`config.mk`:
```
export PLATFORM = sky130hd
export DESIGN_NAME = a_unit_sched
export DESIGN_NICKNAME = d
export VERILOG_FILES = /design/src/rtl/a_unit_pkg.sv /design/src/rtl/a_wb_timeline.sv /design/src/rtl/a_unit_sched.sv
export SDC_FILE = /design/constraint.sdc
export NUM_CORES = 1
export LEC_CHECK = 0
export ABC_AREA = 1
export CAP_MARGIN = 10
export CELL_PAD_IN_SITES_DETAIL_PLACEMENT = 1
export CELL_PAD_IN_SITES_GLOBAL_PLACEMENT = 1
export CORE_MARGIN = 2
export CORE_UTILIZATION = 39
export CTS_BUF_LIST = sky130_fd_sc_hd__clkbuf_2 sky130_fd_sc_hd__clkbuf_4 sky130_fd_sc_hd__clkbuf_8
export DETAILED_ROUTE_END_ITERATION = 10
export PLACE_DENSITY_LB_ADDON = 0.05
export SYNTH_ARGS = -nofsm -noshare
export SYNTH_HDL_FRONTEND = slang
export SYNTH_SLANG_ARGS = --single-unit
```
`constraint.sdc`:
```
create_clock -name clk -period 2.65 [get_ports clk]
set_input_delay 0.3975 -clock clk [delete_from_list [all_inputs] [get_ports clk]]
set_output_delay 0.3975 -clock clk [all_outputs]
set_load 0.02 [all_outputs]
```
`src/rtl/a_unit_pkg.sv`:
```
// Shared types and constants for the A-unit issue scheduler.
// Holds opcode encodings, default unit latencies, widths and the
// write-back timeline slot payload.
package a_unit_pkg;

   localparam int unsigned NREG        = 8;
   localparam int unsigned IDX_W       = 3;
   localparam int unsigned OP_W        = 7;
   localparam int unsigned LAT_W       = 3;
   localparam int unsigned CNT_W       = 3;
   localparam int unsigned DEF_ADD_LAT = 2;
   localparam int unsigned DEF_MUL_LAT = 6;

   localparam logic [OP_W-1:0] OP_AADD = 7'o030;
   localparam logic [OP_W-1:0] OP_ASUB = 7'o031;
   localparam logic [OP_W-1:0] OP_AMUL = 7'o032;

   // One pending write-back: destination index and result source (1 = multiply).
   typedef struct packed {
      logic             valid;
      logic [IDX_W-1:0] idx;
      logic             sel;
   } wb_slot_t;

endpackage

```
`src/rtl/a_wb_timeline.sv`:
```
// Write-back timeline: DEPTH-slot shift register of pending A writes.
// Ports:
//   clk, rst_n    clock, async active-low reset
//   i_ins_en      insert i_ins_slot at depth i_ins_depth (after this cycle's shift)
//   i_qry_depth   depth to test for availability after the shift
//   o_qry_free_c  combinational: slot i_qry_depth will be free after the shift
//   o_head        slot 1 (registered), drives the shared write path
module a_wb_timeline
   import a_unit_pkg::*;
#(
   parameter int unsigned DEPTH = DEF_MUL_LAT
) (
   input  logic             clk,
   input  logic             rst_n,
   input  logic             i_ins_en,
   input  logic [LAT_W-1:0] i_ins_depth,
   input  wb_slot_t         i_ins_slot,
   input  logic [LAT_W-1:0] i_qry_depth,
   output logic             o_qry_free_c,
   output wb_slot_t         o_head
);

   wb_slot_t [DEPTH:1] r_slot;
   wb_slot_t [DEPTH:1] w_nxt;

   // Shift toward slot 1, then drop the new entry at its depth.
   always_comb begin
      w_nxt        = '0;
      for (int unsigned d = 1; d < DEPTH; d++) begin
         w_nxt[d] = r_slot[d+1];
      end
      for (int unsigned d = 1; d <= DEPTH; d++) begin
         if (i_ins_en && (i_ins_depth == LAT_W'(d))) begin
            w_nxt[d] = i_ins_slot;
         end
      end
   end

   // After the shift, slot d holds what slot d+1 holds now; the top slot is always empty.
   always_comb begin
      o_qry_free_c = 1'b1;
      for (int unsigned d = 1; d < DEPTH; d++) begin
         if (i_qry_depth == LAT_W'(d)) begin
            o_qry_free_c = ~r_slot[d+1].valid;
         end
      end
   end

   always_ff @(posedge clk or negedge rst_n) begin
      if (!rst_n) begin
         r_slot <= '0;
      end else begin
         r_slot <= w_nxt;
      end
   end

   assign o_head = r_slot[1];

endmodule

```
`src/rtl/a_unit_sched.sv`:
```
// Issue scheduler for the address add (030/031) and multiply (032) units.
// Accepts one instruction per cycle, tracks A-register reservations until
// write-back and reserves a unique cycle on the shared A write path.
// Ports:
//   clk, rst_n               clock, async active-low reset
//   i_issue_vld/o_issue_rdy  issue handshake (rdy is combinational)
//   i_instr, i_i, i_j, i_k   opcode, destination Ai, sources Aj/Ak
//   o_add_go/o_mul_go        launch pulses, o_fu_instr carries the opcode
//   o_wr_en/o_wr_idx/o_wr_sel  A register write-back
//   o_a_busy                 per-register reservation
//   o_inflight               launched, not yet written operations
module a_unit_sched
   import a_unit_pkg::*;
#(
   parameter int unsigned ADD_LAT = DEF_ADD_LAT,
   parameter int unsigned MUL_LAT = DEF_MUL_LAT
) (
   input  logic             clk,
   input  logic             rst_n,
   input  logic             i_issue_vld,
   output logic             o_issue_rdy,
   input  logic [OP_W-1:0]  i_instr,
   input  logic [IDX_W-1:0] i_i,
   input  logic [IDX_W-1:0] i_j,
   input  logic [IDX_W-1:0] i_k,
   output logic             o_add_go,
   output logic             o_mul_go,
   output logic [OP_W-1:0]  o_fu_instr,
   output logic             o_wr_en,
   output logic [IDX_W-1:0] o_wr_idx,
   output logic             o_wr_sel,
   output logic [NREG-1:0]  o_a_busy,
   output logic [CNT_W-1:0] o_inflight
);

   logic             w_is_add;
   logic             w_is_mul;
   logic [LAT_W-1:0] w_lat;
   logic             w_slot_free;
   logic             w_accept;
   wb_slot_t         w_ins_slot;
   wb_slot_t         w_head;
   logic [NREG-1:0]  w_busy_nxt;

   logic [NREG-1:0]  r_busy;
   logic [CNT_W-1:0] r_inflight;
   logic             r_add_go;
   logic             r_mul_go;
   logic [OP_W-1:0]  r_fu_instr;

   assign w_is_add = (i_instr == OP_AADD) || (i_instr == OP_ASUB);
   assign w_is_mul = (i_instr == OP_AMUL);
   assign w_lat    = w_is_mul ? LAT_W'(MUL_LAT) : LAT_W'(ADD_LAT);

   // Hazard checks: A0 as a source never stalls; a register writing back this cycle still blocks.
   assign o_issue_rdy = (w_is_add || w_is_mul)
                     && !r_busy[i_i]
                     && ((i_j == '0) || !r_busy[i_j])
                     && ((i_k == '0) || !r_busy[i_k])
                     && w_slot_free;

   assign w_accept   = i_issue_vld && o_issue_rdy;
   assign w_ins_slot = '{valid: 1'b1, idx: i_i, sel: w_is_mul};

   a_wb_timeline #(
      .DEPTH (MUL_LAT)
   ) u_timeline (
      .clk          (clk),
      .rst_n        (rst_n),
      .i_ins_en     (w_accept),
      .i_ins_depth  (w_lat),
      .i_ins_slot   (w_ins_slot),
      .i_qry_depth  (w_lat),
      .o_qry_free_c (w_slot_free),
      .o_head       (w_head)
   );

   // Release on write-back, reserve on accept; accept never targets a busy register.
   always_comb begin
      w_busy_nxt = r_busy;
      if (w_head.valid) begin
         w_busy_nxt[w_head.idx] = 1'b0;
      end
      if (w_accept) begin
         w_busy_nxt[i_i] = 1'b1;
      end
   end

   always_ff @(posedge clk or negedge rst_n) begin
      if (!rst_n) begin
         r_busy     <= '0;
         r_inflight <= '0;
         r_add_go   <= 1'b0;
         r_mul_go   <= 1'b0;
         r_fu_instr <= '0;
      end else begin
         r_busy     <= w_busy_nxt;
         r_inflight <= r_inflight + CNT_W'(w_accept) - CNT_W'(w_head.valid);
         r_add_go   <= w_accept && w_is_add;
         r_mul_go   <= w_accept && w_is_mul;
         r_fu_instr <= w_accept ? i_instr : '0;
      end
   end

   assign o_add_go   = r_add_go;
   assign o_mul_go   = r_mul_go;
   assign o_fu_instr = r_fu_instr;
   assign o_wr_en    = w_head.valid;
   assign o_wr_idx   = w_head.idx;
   assign o_wr_sel   = w_head.sel;
   assign o_a_busy   = r_busy;
   assign o_inflight = r_inflight;

endmodule
```
==> out/metrics.yaml <==
status: "finished, final reports clean"
path_cells: "clkdlybuf4s50_1 -> inv_1 -> nand3_1 -> nand3_1 -> nand2_1 -> nand2_1 -> clkinv_2 -> nand3_2 -> ha_1 -> inv_1 -> ha_1 -> fa_2 -> xnor2_2 -> xor2_1"
max-clock-path-buffers: 2
period_share: 0.931
leakagePower_uw: 0.00139
grt_setup_unrepaired: "false"
cts_sinks: 45
setup_tns_ps: 0
p_total_uw: 1430
hold_viol_final: 0
start_util: 0.405
placeableCoreArea_mm2: 0.00472
die_area_mm2: 0.00548
syn_avg_cell_area_um2: 9.67
yosysWarnings: 0
ioPinCount: 45
cp.buffers_inverters: 4
hold-worst-slack_ps: 237
yosysMostFrequentCell: "nand2_1"
yosys-top-cells-area: "dfrtp_1 59%, nand2_1 11%, nand3_1 5.8%"
design_area_mm2: 0.00263
drtIter0Drc: 53
num_vias: 1472
cts_hold_repair.buffers: 0
dp_cells: 318
h-tree-depth: 2
layout_min_cycle_time_ps: 2470
ys_seq_elements: 45
placed_area_mm2: 0.00249
worst_slew_pin_slew_ps: 948
synth_seq_area_share: 0.588
die-width_um: 74.1
ir_worst_vdd_mv: 0.445
cts_tree: "built"
grt_util_all_layers: 0.189
synth_area_mm2: 0.00191
fin_cells: 326
synth_top_area_cell: "dfrtp_1"
grt_pass1_vias: 1599
synth_top_area_share: 0.588
clk_latency_ps: 300
synthFlopType: "dfrtp_1"
synth_cells: 198
hpwl_mm: 3.66
drt_wl_total_mm: 4.65
port_buffers: 44
post_cts_buffers: 0
grt_max_degree: 46
slowest_delay_ps: 510
cts_inserted_buffers: 5
synthArstFlopShare: 1.00
drc: 0
synth_edf_count: 0
cp_data_required_time_ps: 2840
grt_pass1_wl_mm: 7.52
layout.nets: 280
endpoint_kind: "register"
slew_violations: 0
clkTransAtPathRegs_ps: 90
path_class: "primary input to register"
clockRootBuffer: "clkbuf_8"
drive_above_1_share: 0.178
place_congestion: 0.785
avgRoutedWirePerCell_um: 14.3
arrival_ps: 2650
grt.overflow.total: 0
fillCellCount: 542
crit_slowest_cell: "clkdlybuf4s50_1"
setup_viol: 0
num_antenna_cells: 0
syn_to_final_growth_pct: 37.4
pwr_density_cell_mw_per_mm2: 544
path_max_fanout: 3
holdCritPathClass: "primary input to async pin"
die_h_um: 74.1
drtAntennaViolNets: 0
start_kind: "primary input"
finalClockSkew_ps: 8.06
dr.pass1.iters: 4
crit_family: "adder cells"
rows: 25
synth.distinct_cells: 26
via_per_inst: 4.52
cap_violations: 0
synth_common_cells: "57 x nand2_1, 45 x dfrtp_1, 28 x inv_1"
slew_headroom: 0.368
max_freq_mhz: 405
antenna_found_initial: 0
-- placed cells by master (no fill, tap or decap) --
master           instances
buf_2                    1
buf_4                   14
bufinv_16                1
clkbuf_8                 5
clkdlybuf4s50_1         38
clkinv_2                 1
clkinvlp_4               1
conb_1                   3
dfrtp_1                 45
dlygate4sd2_1            2
dlymetal6s2s_1           3
fa_2                     1
ha_1                     2
inv_1                   26
inv_2                    2
inv_4                    1
inv_8                    1
nand2_1                 57
nand2_4                  2
nand3_1                 22
nand3_2                  1
nand4_1                  1
nor2_1                   4
nor2_2                   3
nor2_4                   1
nor2_8                   1
nor3_2                   1
nor3b_2                  1
o21ai_0                  9
o21ai_2                  7
xnor2_2                  1
xor2_1                   1
-- metrics by stage --
stage | setup slack (ps) | util
global route | 34.7 | 0.557
CTS | 20.9 | 0.552
finish | 183 | 0.557
global placement | -228 | 0.528
floorplan | 166 | -
detailed placement | -331 | 0.528
-- flip-flops by register name (all words and copies together) (netlist names) --
name               count
o_a_busy               8
o_add_go               1
o_fu_instr             7
o_inflight             3
o_mul_go               1
u_timeline.o_head      5
u_timeline.r_slot     20
-- final timing paths --
check,end,slack (ps),cells past startpoint,start
max reg2reg,o_inflight[2],260,14,o_a_busy[3]
min reg2reg,u_timeline.r_slot[15],360,0,u_timeline.r_slot[20]
min,o_inflight[1],240,1,rst_n
max in group asynchronous,o_a_busy[7],1820,1,rst_n
min in group clk,u_timeline.r_slot[15],360,0,u_timeline.r_slot[20]
max,o_inflight[2],180,14,i_j[1]
-- area by class of cell --
| class | count | area [µm²] | share of cell area |
|---|---|---|---|
| Sequential cell | 45 | 1130 | 0.428 |
| Tap cell | 67 | 83.8 | 0.0319 |
| Multi-Input combinational cell | 118 | 641 | 0.244 |
| Inverter | 30 | 116 | 0.0442 |
| Clock buffer | 5 | 68.8 | 0.0262 |
| Clock inverter | 3 | 48.8 | 0.0186 |
| Timing Repair Buffer | 58 | 546 | 0.207 |
-- worst register-to-register path, stage by stage (launching register included) --
cell	delay (ps)
dfrtp_1	440
inv_1	100
nand2_1	60
nand3_1	90
nand3_1	70
nand2_1	120
nand2_1	80
clkinv_2	100
nand3_2	90
ha_1	280
inv_1	40
ha_1	180
fa_2	360
xnor2_2	140
xor2_1	140
-- power breakdown --
part | internal [µW] | total (µW) | switching [µW]
combinational | 92.4 | 189 | 97.0
sequential | 702 | 715 | 13.7
clock | 287 | 527 | 240
-- what timing repair did --
action                     4_1_cts  5_1_grt
setup endpoints to repair        2        1
gates resized for setup          2        8
pin swaps                        1        0
hold endpoints to repair         0        0
-- cells by family after synthesis --
group / after synthesis / synth area share
buf+inv: 37 / 0.0889
xor+xnor: 2 / 0.00915
other cells: 1 / 0.00196
simple gates: 94 / 0.233
compound gates: 16 / 0.0556
flops: 45 / 0.588
fa+ha+maj: 3 / 0.0235
-- routing by layer --
metal / global-route usage / wire length [µm] / vias up
li1: - / - / 720
met1: 0.232 / 2010 / 721
met2: 0.330 / 2420 / 26
met3: 0.0420 / 166 / 5
met4: 0.0606 / 59 / 0
met5: 0 / 0 / -
Power figures use the tool's default switching activity.
